### config.mk
export PLATFORM = sky130hd
export DESIGN_NAME = controller_sequencer
export DESIGN_NICKNAME = d
export VERILOG_FILES = /design/src/rtl/controller_sequencer.sv
export SDC_FILE = /design/constraint.sdc
export NUM_CORES = 1
export LEC_CHECK = 0
export CAP_MARGIN = 0
export CORE_AREA = 2 2 39 41
export DETAILED_ROUTE_END_ITERATION = 16
export DIE_AREA = 0 0 41 43
export PLACE_DENSITY_LB_ADDON = 0.25
export SLEW_MARGIN = 20
export SYNTH_ARGS = -nofsm -noshare
export SYNTH_HDL_FRONTEND = slang
export SYNTH_SLANG_ARGS = --single-unit
### constraint.sdc
create_clock -name clk_i -period 2.6 [get_ports clk_i]
set_input_delay 0.52 -clock clk_i [delete_from_list [all_inputs] [get_ports clk_i]]
set_output_delay 0.52 -clock clk_i [all_outputs]
set_load 0.01 [all_outputs]
### src/rtl/controller_sequencer.sv
// SAP-1 controller-sequencer: fixed six T-state machine cycle that issues every W-bus load/drive strobe.
// Optional single-step WAIT state is built in when SAP1_SINGLE_STEP_EN is defined.
module controller_sequencer #(
    parameter logic [3:0] OP_LDA = 4'h0,
    parameter logic [3:0] OP_ADD = 4'h1,
    parameter logic [3:0] OP_SUB = 4'h2,
    parameter logic [3:0] OP_OUT = 4'hE,
    parameter logic [3:0] OP_HLT = 4'hF
) (
    input  logic       clk_i,
    input  logic       rst_i,
`ifdef SAP1_SINGLE_STEP_EN
    input  logic       step_i,
`endif
    input  logic [3:0] opcode_i,
    output logic       pc_inc_o,
    output logic       pc_en_o,
    output logic       mar_ld_n_o,
    output logic       ram_en_n_o,
    output logic       ir_ld_n_o,
    output logic       ir_en_o,
    output logic       a_ld_n_o,
    output logic       a_en_o,
    output logic       alu_sub_o,
    output logic       alu_en_o,
    output logic       b_ld_n_o,
    output logic       out_ld_n_o,
    output logic       hlt_o,
    output logic [5:0] t_state_o
);

    typedef enum logic [2:0] {
        S_T1   = 3'd0,
        S_T2   = 3'd1,
        S_T3   = 3'd2,
        S_T4   = 3'd3,
        S_T5   = 3'd4,
        S_T6   = 3'd5,
        S_HALT = 3'd6,
        S_WAIT = 3'd7
    } state_t;

`ifdef SAP1_SINGLE_STEP_EN
    localparam state_t RESET_STATE = S_WAIT;
    localparam state_t AFTER_T6    = S_WAIT;
`else
    localparam state_t RESET_STATE = S_T1;
    localparam state_t AFTER_T6    = S_T1;
`endif

    state_t state_q;
    state_t state_d;

    always_ff @(posedge clk_i or posedge rst_i) begin
        if (rst_i) begin
            state_q <= RESET_STATE;
        end else begin
            state_q <= state_d;
        end
    end

    always_comb begin
        state_d = state_q;
        case (state_q)
            S_T1:    state_d = S_T2;
            S_T2:    state_d = S_T3;
            S_T3:    state_d = S_T4;
            S_T4:    state_d = (opcode_i == OP_HLT) ? S_HALT : S_T5;
            S_T5:    state_d = S_T6;
            S_T6:    state_d = AFTER_T6;
            S_HALT:  state_d = S_HALT;
`ifdef SAP1_SINGLE_STEP_EN
            S_WAIT:  state_d = step_i ? S_T1 : S_WAIT;
`endif
            default: state_d = S_T1;
        endcase
    end

    // Control word: fetch in T1-T3 ignores the opcode; execute decodes the live opcode.
    // rst_i gates everything so an asserted reset silences the bus before any edge.
    always_comb begin
        pc_inc_o   = 1'b0;
        pc_en_o    = 1'b0;
        mar_ld_n_o = 1'b1;
        ram_en_n_o = 1'b1;
        ir_ld_n_o  = 1'b1;
        ir_en_o    = 1'b0;
        a_ld_n_o   = 1'b1;
        a_en_o     = 1'b0;
        alu_sub_o  = 1'b0;
        alu_en_o   = 1'b0;
        b_ld_n_o   = 1'b1;
        out_ld_n_o = 1'b1;
        hlt_o      = 1'b0;
        t_state_o  = 6'b000000;
        if (rst_i) begin
            t_state_o = 6'b000001;
        end else begin
            case (state_q)
                S_T1: begin
                    t_state_o  = 6'b000001;
                    pc_en_o    = 1'b1;
                    mar_ld_n_o = 1'b0;
                end
                S_T2: begin
                    t_state_o = 6'b000010;
                    pc_inc_o  = 1'b1;
                end
                S_T3: begin
                    t_state_o  = 6'b000100;
                    ram_en_n_o = 1'b0;
                    ir_ld_n_o  = 1'b0;
                end
                S_T4: begin
                    t_state_o = 6'b001000;
                    case (opcode_i)
                        OP_LDA, OP_ADD, OP_SUB: begin
                            ir_en_o    = 1'b1;
                            mar_ld_n_o = 1'b0;
                        end
                        OP_OUT: begin
                            a_en_o     = 1'b1;
                            out_ld_n_o = 1'b0;
                        end
                        default: ;
                    endcase
                end
                S_T5: begin
                    t_state_o = 6'b010000;
                    case (opcode_i)
                        OP_LDA: begin
                            ram_en_n_o = 1'b0;
                            a_ld_n_o   = 1'b0;
                        end
                        OP_ADD, OP_SUB: begin
                            ram_en_n_o = 1'b0;
                            b_ld_n_o   = 1'b0;
                        end
                        default: ;
                    endcase
                end
                S_T6: begin
                    t_state_o = 6'b100000;
                    if (opcode_i == OP_ADD || opcode_i == OP_SUB) begin
                        alu_en_o  = 1'b1;
                        a_ld_n_o  = 1'b0;
                        alu_sub_o = (opcode_i == OP_SUB);
                    end
                end
                S_HALT: hlt_o = 1'b1;
                default: ;
            endcase
        end
    end

endmodule

Yosys cells after proc, flatten, opt, wreduce, memory -nomap -nowiden
Cells that the tools add are included.

Mux-type cells: 39. Reduce and logical (&&, ||, !) cells: 5. Equal/unequal tests: 10.

Operators with widths (number): $pmux 6 s6 (1); $mux 1 (32); $pmux 3 s6 (1); $eq 3x3->1 const B (3); $eq 4x4->1 const B (2); $eq 3x2->1 const B (2); $mux 6 (1); $pmux 1 s2 (3); $eq 4x1->1 const B (1); $eq 4x2->1 const B (1); $logic_not 4->1 (1); $eq 3x1->1 const B (1); $logic_not 3->1 (1); $reduce_or 3->1 (1); $mux 2 (1); $reduce_or 2->1 (1); $logic_or 1x1->1 (1).

Flip-flop bits (word level): 3.

Longest topological paths before layout
Depth after elaboration: 5. Mapped depth: 4.

Least setup slack after synthesis
Ideal clock, no wire load.

Path type: reg2out. Start: register state_q[1]. End: output a_ld_n_o. Stages on the path, launching flop included: 5. Setup slack: 755 ps. Path buffers: 1. Data arrival time: 1325 ps. Path through: dfrtp_1 buf_6 nand2b_4 or3_1 or3_1.

Word-level cells in the longest chain between the ends: 3. Elaborated cells on any way between the ends: 4.

Ends and longest elaborated chain: from (decl) (RTL line 51) `state_t state_q;`; from (signal assigned) (RTL line 58) `state_q <= state_d;`; $eq 3x3->1 (RTL line 99) `case (state_q)`; $pmux 1 s2 * (RTL line 99); $mux 1 * (RTL line 96) `if (rst_i) begin`; to (decl) (RTL line 22) `output logic a_ld_n_o,`.

Every way passes the cells marked *; elsewhere a longest branch is shown, timed or not.

Worst setup path in the final report
Start: input opcode_i[3]. End: output alu_sub_o.

Word-level cells in the longest chain between the ends: 5. Elaborated cells on any way between the ends: 6.

Ends and longest elaborated chain: from (decl) (RTL line 15) `input logic [3:0] opcode_i,`; $eq 4x1->1 / $eq 4x2->1 (equally long branches) (RTL line 144, 147); $logic_or 1x1->1 (RTL line 144) `if (opcode_i == OP_ADD || opcode_i == OP_SUB) begin`; $mux 1 * (RTL line 144); $mux 1 * (RTL line 99); $mux 1 * (RTL line 96); to (decl) (RTL line 24) `output logic alu_sub_o,`.

Marks and branches as above.

==> flow_metrics.tcl <==
set metrics [dict create \
    status "finished clean" \
    yosysTopAreaCellShare_pct 22.3 \
    routed_via_density 4.93 \
    antenna_found_initial 0 \
    synth_top_cell_by_area "dfrtp_1" \
    crit_type "in -> out" \
    fin_crit_sh_pct 98.1 \
    rows 14 \
    worstSetupStartpoint "opcode_i[3]" \
    async_flop_share_pct 100 \
    critPathRequiredTime_ps 2080 \
    final_core_util_pct 48.8 \
    maxSlewViolCount 0 \
    grt_pass1_vias 421 \
    grt_pass1_wl_um 1700 \
    wl_per_cell_um 11.5 \
    worst_pin_slew_ps 461 \
    cts.clk_slew.worst_paths_ps 40 \
    cts_tree "done" \
    regArea_um2 75.1 \
    hold_viol_final 0 \
    rrSetupSlack_ps 1400 \
    avgSynthCellArea_um2 7.32 \
    ant_nets 0 \
    synth.mux.area_fraction_pct 2.97 \
    drt-initial-drc-count 8 \
    synth_edf_count 0 \
    setup_viol 0 \
    yosys.cell_types.count 28 \
    overflow 0 \
    routed_wl_um 1080 \
    fin_ws_ps 50.2 \
    power_density_nw_per_um2 757 \
    cts_hold_buf 0 \
    core-area_um2 1380 \
    syn_area_um2 337 \
    rsz0062_at_grt "false" \
    antenna_cells 0 \
    ys_ff_latch 3 \
    cts_sinks 3 \
    gp_congestion 0.727 \
    finalNetCount 85 \
    first_pass_iters 4 \
    die_h_um 43 \
    synth_xor_area_share_pct 2.60 \
    hpwl_um 816 \
    post-cts-setup-buffer-count 0 \
    dp_slack_ps -102 \
    clk_path_buf_depth 2 \
    die_area_um2 1760 \
    multiInputGateArea_um2 246 \
    synth_nets 52 \
    slew_headroom_pct 69.3 \
    io_pins 25 \
    arrival_ps 2030 \
    final_common_cell "clkdlybuf4s50_1" \
    fin_crit_ps 2550 \
    min_path_type "reg -> reg" \
    synth_top_family_by_area "simple AND/OR/NAND/NOR gates" \
    grt_max_degree 14 \
    io_buffers 24 \
    synth_warnings 0 \
    fin_worst_skew_ps 0.995 \
    drive_gt1_share_pct 19.2 \
    ys_seq_area_share_pct 22.3 \
    worstReg2RegStart "state_q[0]" \
    r2r_cells 3 \
    synthTopCellsByArea "dfrtp_1, nor3_1, nor2_1, or3_1, nand2b_4" \
    fillers 141 \
    r2r-end "state_q[1]" \
    drv_cap 0 \
    endpoint_kind "output port" \
    fmax_mhz 392 \
    critical_path.max_fanout 5 \
    startpoint_type "primary input" \
    h-tree-depth 1 \
    leakagePower_nw 0.303 \
    synthAdderAreaFrac_pct 0 \
    initial_core_util_pct 24.3 \
    synth_compound_area_share_pct 15.6 \
    largest_reg_flops 3 \
    grt.total_usage_pct 13.9 \
    vias 463 \
    reg_top3 "state_q (3)" \
    ir_drop_uv 400 \
    clk_latency_ps 230 \
    power_mw 0.512 \
    drcViolationCount 0 \
    regMostFlops "state_q" \
    clock-root-buffer "clkbuf_4" \
    crit_end "alu_sub_o" \
    dieWidth_um 41 \
    synth_cells 46 \
    cts_resized 6 \
    synth_simple_gate_area_share_pct 46.1 \
    numCtsBuffers 3 \
    layout_common_cells "clkdlybuf4s50_1, buf_4, nor2_1, nor3_1, dlygate4sd2_1" \
    syn2layout_area_growth_pct 101 \
    ys.flop_type "dfrtp_1" \
]
==> how the worst min path moves through the flow <==
stage                from    endpoint  slack (ps)  cells after the start
2_1_floorplan       rst_i  state_q[0]         280                      1
3_3_place_gp   state_q[1]  state_q[0]         580                      2
3_5_place_dp   state_q[1]  state_q[0]         590                      2
4_1_cts        state_q[1]  state_q[0]         600                      2
5_1_grt        state_q[1]  state_q[0]         620                      2
6_report       state_q[1]  state_q[0]         600                      2
==> area by class of cell <==
type	instances	area share, %
multi-input combinational	37	36.5
sequential	3	11.1
inverter	2	1.11
clock buffer	4	3.89
timing repair buffer	32	44.4
tap	16	2.96
==> kinds of logic (layout without fill, tap and decap cells) <==
logic type	count (synthesis)	count (layout)
muxes	1	1
xor gates and xnor gates	1	1
DFF	3	3
AOI/OAI and AO/OA	8	8
and+or+nand+nor	27	27
buffers and inverters	6	38
==> critical path, cell delays in order <==
cell and delay, ps:
clkdlybuf4s50_1 410, buf_4 160, nor3_1 230, and3b_1 190, clkdlybuf4s50_1 530
==> per-stage QoR <==
step           setup TNS [ps]  hold WS [ps]  instances  area, µm²
3_3_place_gp             -279           580         90        629
2_1_floorplan               0           282         46        337
4_1_cts                     0           596         94        656
5_1_grt                     0           620         94        676
3_5_place_dp             -256           590         90        629
6_report                    0           599         94        676
==> cells in the mapped netlist (2+ instances only) <==
cell,instances
inv_1,2
dfrtp_1,3
or3_1,3
nor2_1,6
o21ai_0,2
nand2_1,2
nand2b_1,2
a21oi_1,2
nor3_1,5
==> power by group <==
| part | total (mW) | internal (mW) | switching (mW) |
|---|---|---|---|
| clock network | 0.0814 | 0.0575 | 0.0239 |
| registers | 0.130 | 0.0705 | 0.0595 |
| logic | 0.300 | 0.160 | 0.141 |
| total | 0.512 | 0.288 | 0.224 |
==> metal layers <==
| metal | GRT usage, % | wire length [µm] | vias to the layer above | share of wire, % |
|---|---|---|---|---|
| met5 | 0 | 0 | - | 0 |
| met4 | 6.00 | 0 | 0 | 0 |
| met3 | 3.14 | 50 | 0 | 4.6 |
| met2 | 21.6 | 559 | 15 | 52 |
| met1 | 17.4 | 472 | 215 | 44 |
| li1 | - | - | 233 | - |
(Power assumes the default switching activity.)
